File: config.mk
export PLATFORM = sky130hd
export DESIGN_NAME = aibndaux_actred_tx
export DESIGN_NICKNAME = d
export VERILOG_FILES = /design/src/rtl/aibndaux_actred_pkg.sv /design/src/rtl/aibndaux_actred_tx_bitclk.sv /design/src/rtl/aibndaux_actred_tx.sv
export SDC_FILE = /design/constraint.sdc
export NUM_CORES = 1
export LEC_CHECK = 0
export CAP_MARGIN = 30
export CORE_MARGIN = 2
export CORE_UTILIZATION = 57
export DETAILED_ROUTE_END_ITERATION = 6
export GPL_TIMING_DRIVEN = 0
export PLACE_DENSITY = 0.94
export SYNTH_ARGS = -nofsm -noshare
export SYNTH_HDL_FRONTEND = slang
export SYNTH_SLANG_ARGS = --single-unit
export TNS_END_PERCENT = 30
File: constraint.sdc
create_clock -name actred_clk -period 4.2 [get_ports actred_clk]
set_input_delay 1.26 -clock actred_clk [delete_from_list [all_inputs] [get_ports actred_clk]]
set_output_delay 1.26 -clock actred_clk [all_outputs]
set_load 0.01 [all_outputs]
File: src/rtl/aibndaux_actred_pkg.sv
// Shared definitions for the AIB aux active-redundancy chain (TX serializer and RX decoder).
package aibndaux_actred_pkg;

  typedef enum logic [2:0] {
    ST_IDLE  = 3'd0,
    ST_START = 3'd1,
    ST_DATA  = 3'd2,
    ST_PAR   = 3'd3,
    ST_STOP  = 3'd4
  } actred_state_e;

  localparam logic START_BIT  = 1'b0;
  localparam logic STOP_BIT   = 1'b1;
  localparam logic IDLE_LEVEL = 1'b1;

endpackage

File: src/rtl/aibndaux_actred_tx_bitclk.sv
// Bit-period divider: counts 0..DIV-1 while enabled and pulses bit_tick on the last count.
module aibndaux_actred_tx_bitclk #(
  parameter int DIV = 4
) (
  input  logic actred_clk,
  input  logic actred_rst,
  input  logic clr,
  input  logic en,
  output logic bit_tick
);

  localparam int CW = (DIV > 1) ? $clog2(DIV) : 1;

  logic [CW-1:0] cnt_q, cnt_d;

  assign bit_tick = en & (cnt_q == CW'(DIV - 1));

  always_comb begin
    cnt_d = cnt_q;
    if (clr || bit_tick) cnt_d = '0;
    else if (en)         cnt_d = cnt_q + 1'b1;
  end

  always_ff @(posedge actred_clk or posedge actred_rst) begin
    if (actred_rst) cnt_q <= '0;
    else            cnt_q <= cnt_d;
  end

endmodule

File: src/rtl/aibndaux_actred_tx.sv
// Active-redundancy chain serializer: start, NBITS data (LSB first), optional parity, stop.
// Parity bit is present only when AIBNDAUX_ACTRED_TX_PARITY_EN is defined.
module aibndaux_actred_tx
  import aibndaux_actred_pkg::*;
#(
  parameter int NBITS = 24,
  parameter int DIV   = 4
) (
  input  logic             actred_clk,
  input  logic             actred_rst,
  input  logic [NBITS-1:0] actred_tx_data,
  input  logic             actred_tx_valid,
  output logic             actred_tx_ready,
  input  logic             actred_tx_abort,
  output logic             actred_tx_done,
  output logic             actred_tx_busy,
  output logic             actred_chain1_tx,
  output logic             actred_chain2_tx,
  output logic             actred_txen
);

  localparam int BW = $clog2(NBITS + 1);

  actred_state_e    state_q, state_d;
  logic [NBITS-1:0] shreg_q, shreg_d;
  logic [BW-1:0]    bitcnt_q, bitcnt_d;
  logic             line_q, line_d;
  logic             done_q, done_d;
  logic             txen_q;
  logic             accept, bit_tick;
`ifdef AIBNDAUX_ACTRED_TX_PARITY_EN
  logic             par_q, par_d;
`endif

  assign actred_tx_ready  = (state_q == ST_IDLE) & ~actred_tx_abort;
  assign actred_tx_busy   = (state_q != ST_IDLE);
  assign accept           = actred_tx_valid & actred_tx_ready;
  assign actred_tx_done   = done_q;
  assign actred_chain1_tx = line_q;
  assign actred_chain2_tx = line_q;
  assign actred_txen      = txen_q;

  aibndaux_actred_tx_bitclk #(.DIV(DIV)) u_bitclk (
    .actred_clk (actred_clk),
    .actred_rst (actred_rst),
    .clr        (actred_tx_abort | accept),
    .en         (actred_tx_busy),
    .bit_tick   (bit_tick)
  );

  always_comb begin
    state_d  = state_q;
    shreg_d  = shreg_q;
    bitcnt_d = bitcnt_q;
    done_d   = 1'b0;
    line_d   = IDLE_LEVEL;
`ifdef AIBNDAUX_ACTRED_TX_PARITY_EN
    par_d    = par_q;
`endif
    case (state_q)
      ST_IDLE: begin
        if (accept) begin
          state_d  = ST_START;
          shreg_d  = actred_tx_data;
          bitcnt_d = '0;
`ifdef AIBNDAUX_ACTRED_TX_PARITY_EN
          par_d    = ^actred_tx_data;
`endif
        end
      end
      ST_START: begin
        line_d = START_BIT;
        if (bit_tick) state_d = ST_DATA;
      end
      ST_DATA: begin
        line_d = shreg_q[0];
        if (bit_tick) begin
          shreg_d = shreg_q >> 1;
          if (bitcnt_q == BW'(NBITS - 1)) begin
            bitcnt_d = '0;
`ifdef AIBNDAUX_ACTRED_TX_PARITY_EN
            state_d  = ST_PAR;
`else
            state_d  = ST_STOP;
`endif
          end else begin
            bitcnt_d = bitcnt_q + 1'b1;
          end
        end
      end
`ifdef AIBNDAUX_ACTRED_TX_PARITY_EN
      ST_PAR: begin
        line_d = par_q;
        if (bit_tick) state_d = ST_STOP;
      end
`endif
      ST_STOP: begin
        line_d = STOP_BIT;
        if (bit_tick) begin
          state_d = ST_IDLE;
          done_d  = 1'b1;
        end
      end
      default: state_d = ST_IDLE;
    endcase
    // Abort wins over everything: line back to idle level next cycle, no done.
    if (actred_tx_abort) begin
      state_d  = ST_IDLE;
      bitcnt_d = '0;
      done_d   = 1'b0;
      line_d   = IDLE_LEVEL;
    end
  end

  always_ff @(posedge actred_clk or posedge actred_rst) begin
    if (actred_rst) begin
      state_q  <= ST_IDLE;
      shreg_q  <= '0;
      bitcnt_q <= '0;
      line_q   <= IDLE_LEVEL;
      done_q   <= 1'b0;
      txen_q   <= 1'b0;
`ifdef AIBNDAUX_ACTRED_TX_PARITY_EN
      par_q    <= 1'b0;
`endif
    end else begin
      state_q  <= state_d;
      shreg_q  <= shreg_d;
      bitcnt_q <= bitcnt_d;
      line_q   <= line_d;
      done_q   <= done_d;
      txen_q   <= 1'b1;
`ifdef AIBNDAUX_ACTRED_TX_PARITY_EN
      par_q    <= par_d;
`endif
    end
  end

endmodule
## Yosys cells after proc, flatten, opt, wreduce, memory -nomap -nowiden

Cells that the tools add are included.

- $add $sub $neg: 2
- Equality and inequality tests: 12
- Muxes and demuxes: 22
- Bitwise operators: 5
- Reductions and logical operators: 9

Operator list:

| kind | count |
|---|---|
| 24-bit two-way mux | 2 |
| 24-bit one-hot mux with 2 select lines | 1 |
| 5-bit two-way mux | 4 |
| 3-bit two-way mux | 6 |
| 3-bit one-hot mux with 4 select lines | 1 |
| 5-bit one-hot mux with 2 select lines | 1 |
| 3-bit by 2-bit != test with 1-bit output (second input constant) | 3 |
| 3-bit != test (second input constant) | 2 |
| 3-bit AND reduction | 2 |
| 3-bit nonzero test | 2 |
| 5-bit by 1-bit adder with 5-bit output (second input constant) | 1 |
| 5-bit equality test (second input constant) | 1 |
| 5-bit AND reduction | 1 |
| 1-bit two-way mux | 4 |
| 2-bit two-way mux | 2 |
| 2-bit nonzero test | 2 |
| 1-bit AND | 3 |
| 3-bit by 1-bit equality test with 1-bit output (second input constant) | 1 |
| 3-bit by 2-bit equality test with 1-bit output (second input constant) | 1 |
| 3-bit equality test (second input constant) | 1 |
| 3-bit logical NOT | 1 |
| 2-bit by 1-bit adder with 2-bit output (second input constant) | 1 |
| 2-bit equality test (second input constant) | 1 |
| 2-bit by 1-bit != test with 1-bit output (second input constant) | 1 |
| other kinds (5) | 5 |

- Flip-flop bits (word level): 37
- Input port bits: 28
- Output and inout port bits: 6
- Word-level logic and storage cells: 57

## Logic depth before layout (Yosys ltp)

Gate-level depths: netlist of run 1.

- Depth in word-level cells: 6
- Gate-level depth with buffers: 7
- Mapped depth without buffers: 4

## Modules after synthesis

A second synthesis of run 1 with hierarchy kept.

- Cells, all modules: 185
- Area, all modules: 1941.9 µm²

By module, submodules not included:

| module | instances | cells each | area each (µm²) | seq. area each (µm²) |
|---|---|---|---|---|
| aibndaux_actred_tx | 1 | 174 | 1826.8 | 877.1 |
| aibndaux_actred_tx_bitclk | 1 | 11 | 115.1 | 50.0 |

## Worst setup path before layout of run 1

OpenSTA, ideal clock, no wires.

- Path kind: input -> output
- Start point: in actred_tx_abort
- End point: out actred_tx_ready
- Data arrival time: 1.556 ns
- Data required time: 2.940 ns
- Slack: 1.384 ns
- Stages on the path: 2
- Path buffers: 1
- Path through: buf_6 -> nor2_1

- Word-level cells in the longest chain between the ends: 2

RTL lines:

| what | RTL line | source |
|---|---|---|
| from (decl) | aibndaux_actred_tx.sv:14 | `input logic actred_tx_abort,` |
| 1-bit inverter | aibndaux_actred_tx.sv:35 | `assign actred_tx_ready = (state_q == ST_IDLE) & ~actred_tx_abort;` |
| 1-bit AND | aibndaux_actred_tx.sv:35 |  |
| to (decl) | aibndaux_actred_tx.sv:13 | `output logic actred_tx_ready,` |

Every way passes these cells.

## Final worst setup path of run 1

Ends and elaborated chain as after synthesis.

==> flow_metrics.tcl, run 1 <==
set metrics [dict create \
    wl_per_cell_um 15.9 \
    place_hpwl_um 2810 \
    critPathLaunchType "input port" \
    die_w_um 64.7 \
    gp_congestion 0.859 \
    yosysSeqAreaShare 0.442 \
    cp_num_buf_inv 2 \
    htree_levels 2 \
    grt_start_max_net_pins 23 \
    grt_overflow 0 \
    nets 231 \
    async_reset_ff_frac 1.00 \
    avgSynthCellArea_um2 13.0 \
    cts_tree "built" \
    ctsHoldBuffers 0 \
    dr_total_vias 1368 \
    antenna_cells_inserted 0 \
    ios 34 \
    finalSetupViolations 0 \
    die-area_um2 4180 \
    cpPeakStageDelay_ps 540 \
    critPathSlowestCell "clkdlybuf4s50_1" \
    root_buffer "clkbuf_8" \
    drive_gt1_frac 0.272 \
    grt_pass1_vias 1422 \
    fmax_mhz 305 \
    antenna_found_initial 0 \
    drv_cap 0 \
    path_clk_slew_ps 70 \
    fin_crit_ps 3280 \
    crit_type "in2out" \
    synth_top_cell_by_area "dfrtp_1" \
    ys_ff_latch 37 \
    worst_pin_slew_ps 716 \
    synth_cell_types 40 \
    die_h_um 64.7 \
    synthTopCellsByArea "dfrtp_1 (43%), mux2_4 (14%), mux2_1 (8.6%)" \
    finalWirelength_um 3980 \
    synth_warnings 0 \
    start_util 0.582 \
    rsz0062_at_grt "false" \
    dpl_worst_slack_ps 918 \
    synth_fp_nets 191 \
    leakage_nw 1.11 \
    hold_violations 0 \
    power_density_nw_per_um2 346 \
    synth_flop_cell "dfrtp_1" \
    finalNonFillerCells 250 \
    synth_common_cells "dfrtp_1 (36), mux2_4 (19), mux2_1 (16), mux2_2 (12), inv_1 (8)" \
    period_share 0.780 \
    rows 22 \
    outcome "finished, final reports clean" \
    synth_most_common_cell "dfrtp_1" \
    layout_setup_ws_ps 923 \
    clock_latency_ps 290 \
    post_drt_via_cell_ratio 5.47 \
    nFillCells 253 \
    design.core.area_um2 3610 \
    synthCells 161 \
    drc 0 \
    dr.first_iter.drc_count 46 \
    cts.sinks 37 \
    critPathArrivalTime_ps 2020 \
    cts_resized 0 \
    maxSlewHeadroom 0.522 \
    synth.top_cell.area_share 0.429 \
    irDropWorstVdd_v 0.000175 \
    grt_usage 0.208 \
    rrSetupSlack_ps 2400 \
    path_max_fanout 10 \
    setup_tns_ps 0 \
    postCtsSetupBuffers 0 \
    worstHoldPathType "reg2reg" \
    power.total_mw 0.908 \
    path_delay_family "buffers and inverters" \
    cts_buffers 5 \
    ant_nets 0 \
    firstDrtPassIters 4 \
    synth_edf_count 0 \
    syn_to_final_growth_pct 25.0 \
    post_dp_cell_area_um2 2510 \
    drv_slew 0 \
    cp_cell_sequence "buf_6, nor2_1, clkdlybuf4s50_1" \
    crit_required_ps 2940 \
    design_area_um2 2620 \
    endpoint_kind "output port" \
    cts_buffer_depth 2 \
    grt_first_pass_wirelength_um 6490 \
    numPortBuffers 32 \
    syn_area_um2 2100 \
    finClkSkew_ps 2.15 \
    dp.cells 242 \
]
==> through the flow <==
| step | util | hold WS, ps |
|---|---|---|
| floorplan | - | 451 |
| global placement | 0.687 | 471 |
| detailed placement | 0.695 | 492 |
| CTS | 0.727 | 508 |
| global route | 0.727 | 524 |
| finish | 0.727 | 502 |
==> state kept, by name, summed over array words and instances (netlist names) <==
signal,flops
actred_chain1_tx,1
actred_tx_done,1
actred_txen,1
bitcnt_q,5
shreg_q,24
state_q,3
u_bitclk.cnt_q,2
==> path summary, 6_finish.rpt <==
path | from | to | depth (start not counted)
min in group asynchronous | actred_rst | bitcnt_q[0] | 2
worst min-delay path | bitcnt_q[4] | bitcnt_q[4] | 1
worst min register to register | bitcnt_q[4] | bitcnt_q[4] | 1
worst max-delay path | actred_tx_abort | actred_tx_ready | 3
worst max register to register | state_q[0] | shreg_q[7] | 5
max in group asynchronous | actred_rst | actred_chain1_tx | 3
==> cells in the final DEF, fill, tap and decap left out, drive strengths merged, types with 3 or more instances in the layout <==
master,count
o21ai,3
dfrtp,36
clkdlybuf4s50,32
mux2i,3
clkbuf,8
nor2,6
inv,8
mux2,47
nor4,3
nand3,5
buf,12
nand2,5
==> cell families after synthesis <==
family,after synthesis,share of synthesized area
adders and majority gates,2,0.0119
muxes,50,0.301
DFF,37,0.442
AOI/OAI and AO/OA,15,0.0501
and+or+nand+nor,34,0.106
xor gates and xnor gates,2,0.00835
other,1,0.00179
buffers and inverters,20,0.0799
==> report_power, final <==
part | switching [mW] | internal (mW) | total (mW) | leakage [nW]
combinational | 0.0504 | 0.107 | 0.157 | 0.599
clock | 0.126 | 0.194 | 0.320 | 0.0585
sequential | 0.0260 | 0.405 | 0.431 | 0.457
==> worst reg2reg max path, cell delays in order (launching register included) <==
cell	delay, ps
dfrtp_1	390
buf_6	160
nor3b_4	320
buf_6	210
mux2_1	340
mux2_4	260
==> per-layer routing <==
| layer | GRT usage | vias up | share of wire |
|---|---|---|---|
| met5 | 0 | - | 0 |
| met4 | 0.0931 | 0 | 0.030 |
| met3 | 0.0573 | 13 | 0.038 |
| met2 | 0.362 | 39 | 0.49 |
| met1 | 0.238 | 666 | 0.44 |
| li1 | - | 650 | - |
==> area by class of cell <==
type	count	area [um2]	area share
timing repair buffer	33	348	0.133
inverter	8	30.0	0.0115
multi-input combinational	104	1000	0.383
buffer	12	138	0.0525
clock buffer	7	86.3	0.0329
sequential	37	927	0.354
tap	48	60.1	0.0229
clock inverter	1	30.0	0.0115
No activity file was read; power rests on OpenSTA's default activity.
==> run 2: changes to the inputs <==
--- a/config.mk
+++ b/config.mk
@@ -7,10 +7,10 @@
 export LEC_CHECK = 0
 export CAP_MARGIN = 30
 export CORE_MARGIN = 2
-export CORE_UTILIZATION = 57
+export CORE_UTILIZATION = 53
 export DETAILED_ROUTE_END_ITERATION = 6
 export GPL_TIMING_DRIVEN = 0
-export PLACE_DENSITY = 0.94
+export PLACE_DENSITY = 0.89
 export SYNTH_ARGS = -nofsm -noshare
 export SYNTH_HDL_FRONTEND = slang
 export SYNTH_SLANG_ARGS = --single-unit
==> constraint.sdc (replaced) <==
create_clock -name actred_clk -period 3.25 [get_ports actred_clk]
set_input_delay 0.975 -clock actred_clk [delete_from_list [all_inputs] [get_ports actred_clk]]
set_output_delay 0.975 -clock actred_clk [all_outputs]
set_load 0.01 [all_outputs]
==> run 2 against run 1 <==
  * First-iteration DRC count up 11%
  * Register-to-register slack worse by 940 ps
  * Die area up 7.1%
  * Global-route usage down 0.33 points
  * Clock skew up 4.8 ps
  * Worst hold slack better by 3.9 ps
  * Sequential power up 29%
  * Via count up 1.2%
  * Cell count up 0.40%
  * Setup slack worse by 640 ps
  * Sequential share of layout area down 0.60 points
  * Combinational power up 32%
  * Critical endpoint unchanged
  * Largest power group unchanged
==> flow_metrics.tcl, run 2 (synthesis gave the netlist of run 1 again) <==
set metrics [dict create \
    top_regs "shreg_q: 24 flops, bitcnt_q: 5 flops, state_q: 3 flops" \
    dpl_worst_slack_ps 531 \
    drv_cap 0 \
    power.total_mw 1.23 \
    layout_commonest_cell "dfrtp_1" \
    design_area_um2 2670 \
    dp.cells 242 \
    root_buffer "clkbuf_8" \
    htree_levels 2 \
    finalSetupViolations 0 \
    finalWirelength_um 3950 \
    drv_slew 0 \
    design.core.area_um2 3740 \
    cts_resized 0 \
    die_w_um 66.9 \
    rsz0062_at_grt "false" \
    whs_path_depth 1 \
    period_share 0.912 \
    post_dp_cell_area_um2 2510 \
    dr_total_vias 1385 \
    rows 22 \
    nFillCells 261 \
    cts.sinks 37 \
    postCtsSetupBuffers 0 \
    seq_area_um2 927 \
    leakage_nw 1.14 \
    dr.first_iter.drc_count 51 \
    outcome "finished, final reports clean" \
    largest_reg_flops 24 \
    start_util 0.560 \
    cts_tree "built" \
    numPortBuffers 32 \
    ctsHoldBuffers 0 \
    crit_type "reg2out" \
    finClkSkew_ps 6.99 \
    crit_required_ps 2270 \
    worstHoldPathType "reg2reg" \
    ios 34 \
    path_clk_slew_ps 70 \
    syn_to_final_growth_pct 27.1 \
    place_hpwl_um 2870 \
    grt_overflow 0 \
    irDropWorstVdd_v 0.000299 \
    nets 232 \
    fin_crit_ps 2960 \
    multi_input_area_um2 1000 \
    cts_buffer_depth 2 \
    drive_gt1_frac 0.281 \
    firstDrtPassIters 4 \
    postLayoutCoreUtil 0.713 \
    ant_nets 0 \
    drc 0 \
    post_drt_via_cell_ratio 5.52 \
    endpoint_kind "output port" \
    critPathLaunchType "flip-flop" \
    wl_per_cell_um 15.7 \
    gp_congestion 0.781 \
    grt_start_max_net_pins 23 \
    fmax_mhz 337 \
    finalNonFillerCells 251 \
    clock_latency_ps 290 \
    antenna_cells_inserted 0 \
    layout_setup_ws_ps 286 \
    die_h_um 66.9 \
    power_density_nw_per_um2 463 \
    setup_tns_ps 0 \
    fin_hold_ws_ps 506 \
    hold_violations 0 \
    grt_first_pass_wirelength_um 6730 \
    critPathArrivalTime_ps 1990 \
    grt_usage 0.204 \
    path_max_fanout 10 \
    antenna_found_initial 0 \
    r2r_cells 5 \
    grt_pass1_vias 1427 \
    cts_buffers 5 \
    regMostFlops "shreg_q" \
    die-area_um2 4480 \
    layout_common_cells "dfrtp_1 (36), clkdlybuf4s50_1 (32), mux2_4 (19)" \
]
==> run 2: path summary, 6_finish.rpt <==
path,startpoint,to,slack [ps]
setup / recovery,state_q[2],actred_tx_ready,290
hold / removal,bitcnt_q[4],bitcnt_q[4],510
setup reg to reg,state_q[0],shreg_q[19],1460
hold reg to reg,bitcnt_q[4],bitcnt_q[4],510
max in group asynchronous,actred_rst,actred_chain1_tx,1810
min in group asynchronous,actred_rst,shreg_q[9],1060
==> run 2: final cells by class <==
type	count	share of cell area
Buffer	12	0.0516
Clock buffer	5	0.0258
Clock inverter	3	0.0244
Inverter	8	0.0113
Multi-Input combinational cell	104	0.376
Sequential cell	37	0.348
Tap cell	48	0.0225
Timing Repair Buffer	34	0.141
==> run 2: where the power goes <==
group | internal [mW] | switching (mW)
registers | 0.523 | 0.0337
clock network | 0.305 | 0.166
logic | 0.141 | 0.0655
==> run 2: routing by layer <==
metal | global-route usage | up-vias | routed length [um]
met5 | 0 | - | 0
met3 | 0.0473 | 7 | 160
met2 | 0.341 | 33 | 1960
met4 | 0.0689 | 0 | 55
li1 | - | 654 | -
met1 | 0.260 | 691 | 1780
==> run 2: critical path, cell delays in order (launching register included) <==
cell             delay (ps)
dfrtp_1                 380
buf_6                   150
or3_1                   360
clkbuf_1                160
nor2_1                  110
clkdlybuf4s50_1         540
==> run 3: changes to the inputs <==
--- a/config.mk
+++ b/config.mk
@@ -6,7 +6,6 @@
 export NUM_CORES = 1
 export LEC_CHECK = 0
 export CAP_MARGIN = 30
-export CORE_MARGIN = 2
 export CORE_UTILIZATION = 53
 export DETAILED_ROUTE_END_ITERATION = 6
 export GPL_TIMING_DRIVEN = 0
==> run 3 against run 2 <==
  * Register-to-register slack got worse by 30 ps
  * Total power decreased by 10%
  * Largest power group unchanged
  * Critical path depth unchanged
  * Critical path type unchanged
  * Highest routed layer unchanged
  * First-iteration DRC count decreased by 37%
  * Fmax increased by 0.19%
  * Sequential power about the same
==> flow_metrics.tcl, run 3 (synthesis gave the netlist of run 1 again) <==
set metrics [dict create \
    outcome "finished, final reports clean" \
    cts.sinks 37 \
    htree_levels 2 \
    top_regs "shreg_q: 24 flops, bitcnt_q: 5 flops, state_q: 3 flops" \
    ant_nets 0 \
    maxSlewHeadroom 0.385 \
    root_buffer "clkbuf_8" \
    wl_per_cell_um 16.2 \
    drive_gt1_frac 0.277 \
    finalWirelength_um 4050 \
    nFillCells 261 \
    swShare 0.230 \
    ctsHoldBuffers 0 \
    gp_congestion 0.833 \
    postCtsSetupBuffers 0 \
    place_hpwl_um 2870 \
    cts_buffer_depth 2 \
    rsz0062_at_grt "false" \
    nets 231 \
    clock_latency_ps 280 \
    fin_hold_ws_ps 509 \
    die-area_um2 4210 \
    antenna_found_initial 0 \
    dr.first_iter.drc_count 32 \
    start_util 0.565 \
    worst_pin_slew_ps 921 \
    grt_overflow 0 \
    grt_first_pass_wirelength_um 6780 \
    layout_commonest_cell "dfrtp_1" \
    drv_slew 0 \
    period_share 0.910 \
    layout_common_cells "dfrtp_1 (36), clkdlybuf4s50_1 (32), mux2_4 (19)" \
    setup_tns_ps 0 \
    critPathSlowestCell "clkdlybuf4s50_1" \
    finClkSkew_ps 1.87 \
    rows 22 \
    crit_required_ps 2270 \
    seq_area_um2 927 \
    grt_pass1_vias 1441 \
    critPathLaunchType "flip-flop" \
    intPower_mw 0.852 \
    power_density_nw_per_um2 426 \
    numPortBuffers 32 \
    grt_usage 0.217 \
    fin_crit_ps 2960 \
    combPwrFrac 0.184 \
    clockPowerShare 0.312 \
    cts_buffers 5 \
    cp_cell_sequence "buf_6, or3_1, clkbuf_1, nor2_1, clkdlybuf4s50_1" \
    fmax_mhz 338 \
    setup.worst_path.start "state_q[2]" \
    firstDrtPassIters 4 \
    cts_tree "built" \
    path_max_fanout 10 \
    ios 34 \
    drv_cap 0 \
    cpPeakStageDelay_ps 540 \
    critPathArrivalTime_ps 1980 \
    largest_reg_flops 24 \
    drc 0 \
    crit_type "reg2out" \
    hold_violations 0 \
    multi_input_area_um2 1000 \
    worstHoldPathType "reg2reg" \
    regMostFlops "shreg_q" \
    post_drt_via_cell_ratio 5.46 \
    reg2reg_from "state_q[2]" \
    syn_to_final_growth_pct 23.7 \
    endpoint_kind "output port" \
    pwr-share-seq 0.505 \
    switching_power_mw 0.255 \
    cts_resized 0 \
    antenna_cells_inserted 0 \
    die_h_um 64.9 \
    dr_total_vias 1365 \
    die_w_um 64.9 \
    grt_start_max_net_pins 25 \
    finalSetupViolations 0 \
    leakage_nw 1.11 \
    irDropWorstVdd_v 0.000260 \
    min_from "shreg_q[4]" \
    path_clk_slew_ps 70 \
    design.core.area_um2 3720 \
]
run 3: power groups by stage:
| stage | Combinational [mW] | Clock [mW] | Sequential, mW |
|---|---|---|---|
| final | 0.203 | 0.345 | 0.558 |
| after floorplan | 0.141 | 0 | 0.554 |
| after global routing | 0.220 | 0.371 | 0.566 |
| after CTS | 0.206 | 0.357 | 0.559 |
| after detailed placement | 0.203 | 0 | 0.566 |
| after global placement | 0.192 | 0 | 0.561 |
run 3: per-layer routing:
layer | vias to the layer above | global-route usage | share of wire
li1 | 647 | - | -
met1 | 676 | 0.253 | 0.43
met2 | 34 | 0.385 | 0.51
met3 | 8 | 0.0475 | 0.044
met4 | 0 | 0.0833 | 0.014
met5 | - | 0 | 0
run 3: final timing paths:
path / to / slack (ps) / depth (start not counted)
min in group asynchronous: shreg_q[7] / 1190 / 2
setup reg to reg: shreg_q[1] / 1430 / 5
hold reg to reg: shreg_q[4] / 510 / 1
max in group asynchronous: actred_chain1_tx / 1380 / 3
hold / removal: shreg_q[4] / 510 / 1
setup / recovery: actred_tx_ready / 290 / 5
run 3: stage by stage:
stage | util | worst slack (ps) | cell area [um2] | total power, mW | std cells
CTS | 0.698 | 284 | 2590 | 1.12 | 250
global route | 0.698 | 195 | 2590 | 1.16 | 250
global placement | 0.667 | 548 | 2480 | 0.753 | 241
detailed placement | 0.671 | 508 | 2490 | 0.769 | 242
finish | 0.698 | 291 | 2590 | 1.11 | 250
floorplan | - | 1000 | 2100 | 0.696 | 161
run 3: final cells by class:
| class | instances | share of cell area |
|---|---|---|
| plain buffers | 12 | 0.0530 |
| clock buffers | 7 | 0.0371 |
| clock inverters | 1 | 0.00193 |
| inverters | 8 | 0.0116 |
| multi-input cells | 104 | 0.387 |
| flip-flops and latches | 37 | 0.357 |
| well taps | 48 | 0.0231 |
| repair buffers | 33 | 0.129 |
run 3: critical path, delay by kind of cell, from the launching register on:
| kind | cells | cell delay (ps) |
|---|---|---|
| DFF | 1 | 380 |
| and+or+nand+nor | 2 | 470 |
| buffers and inverters | 3 | 850 |
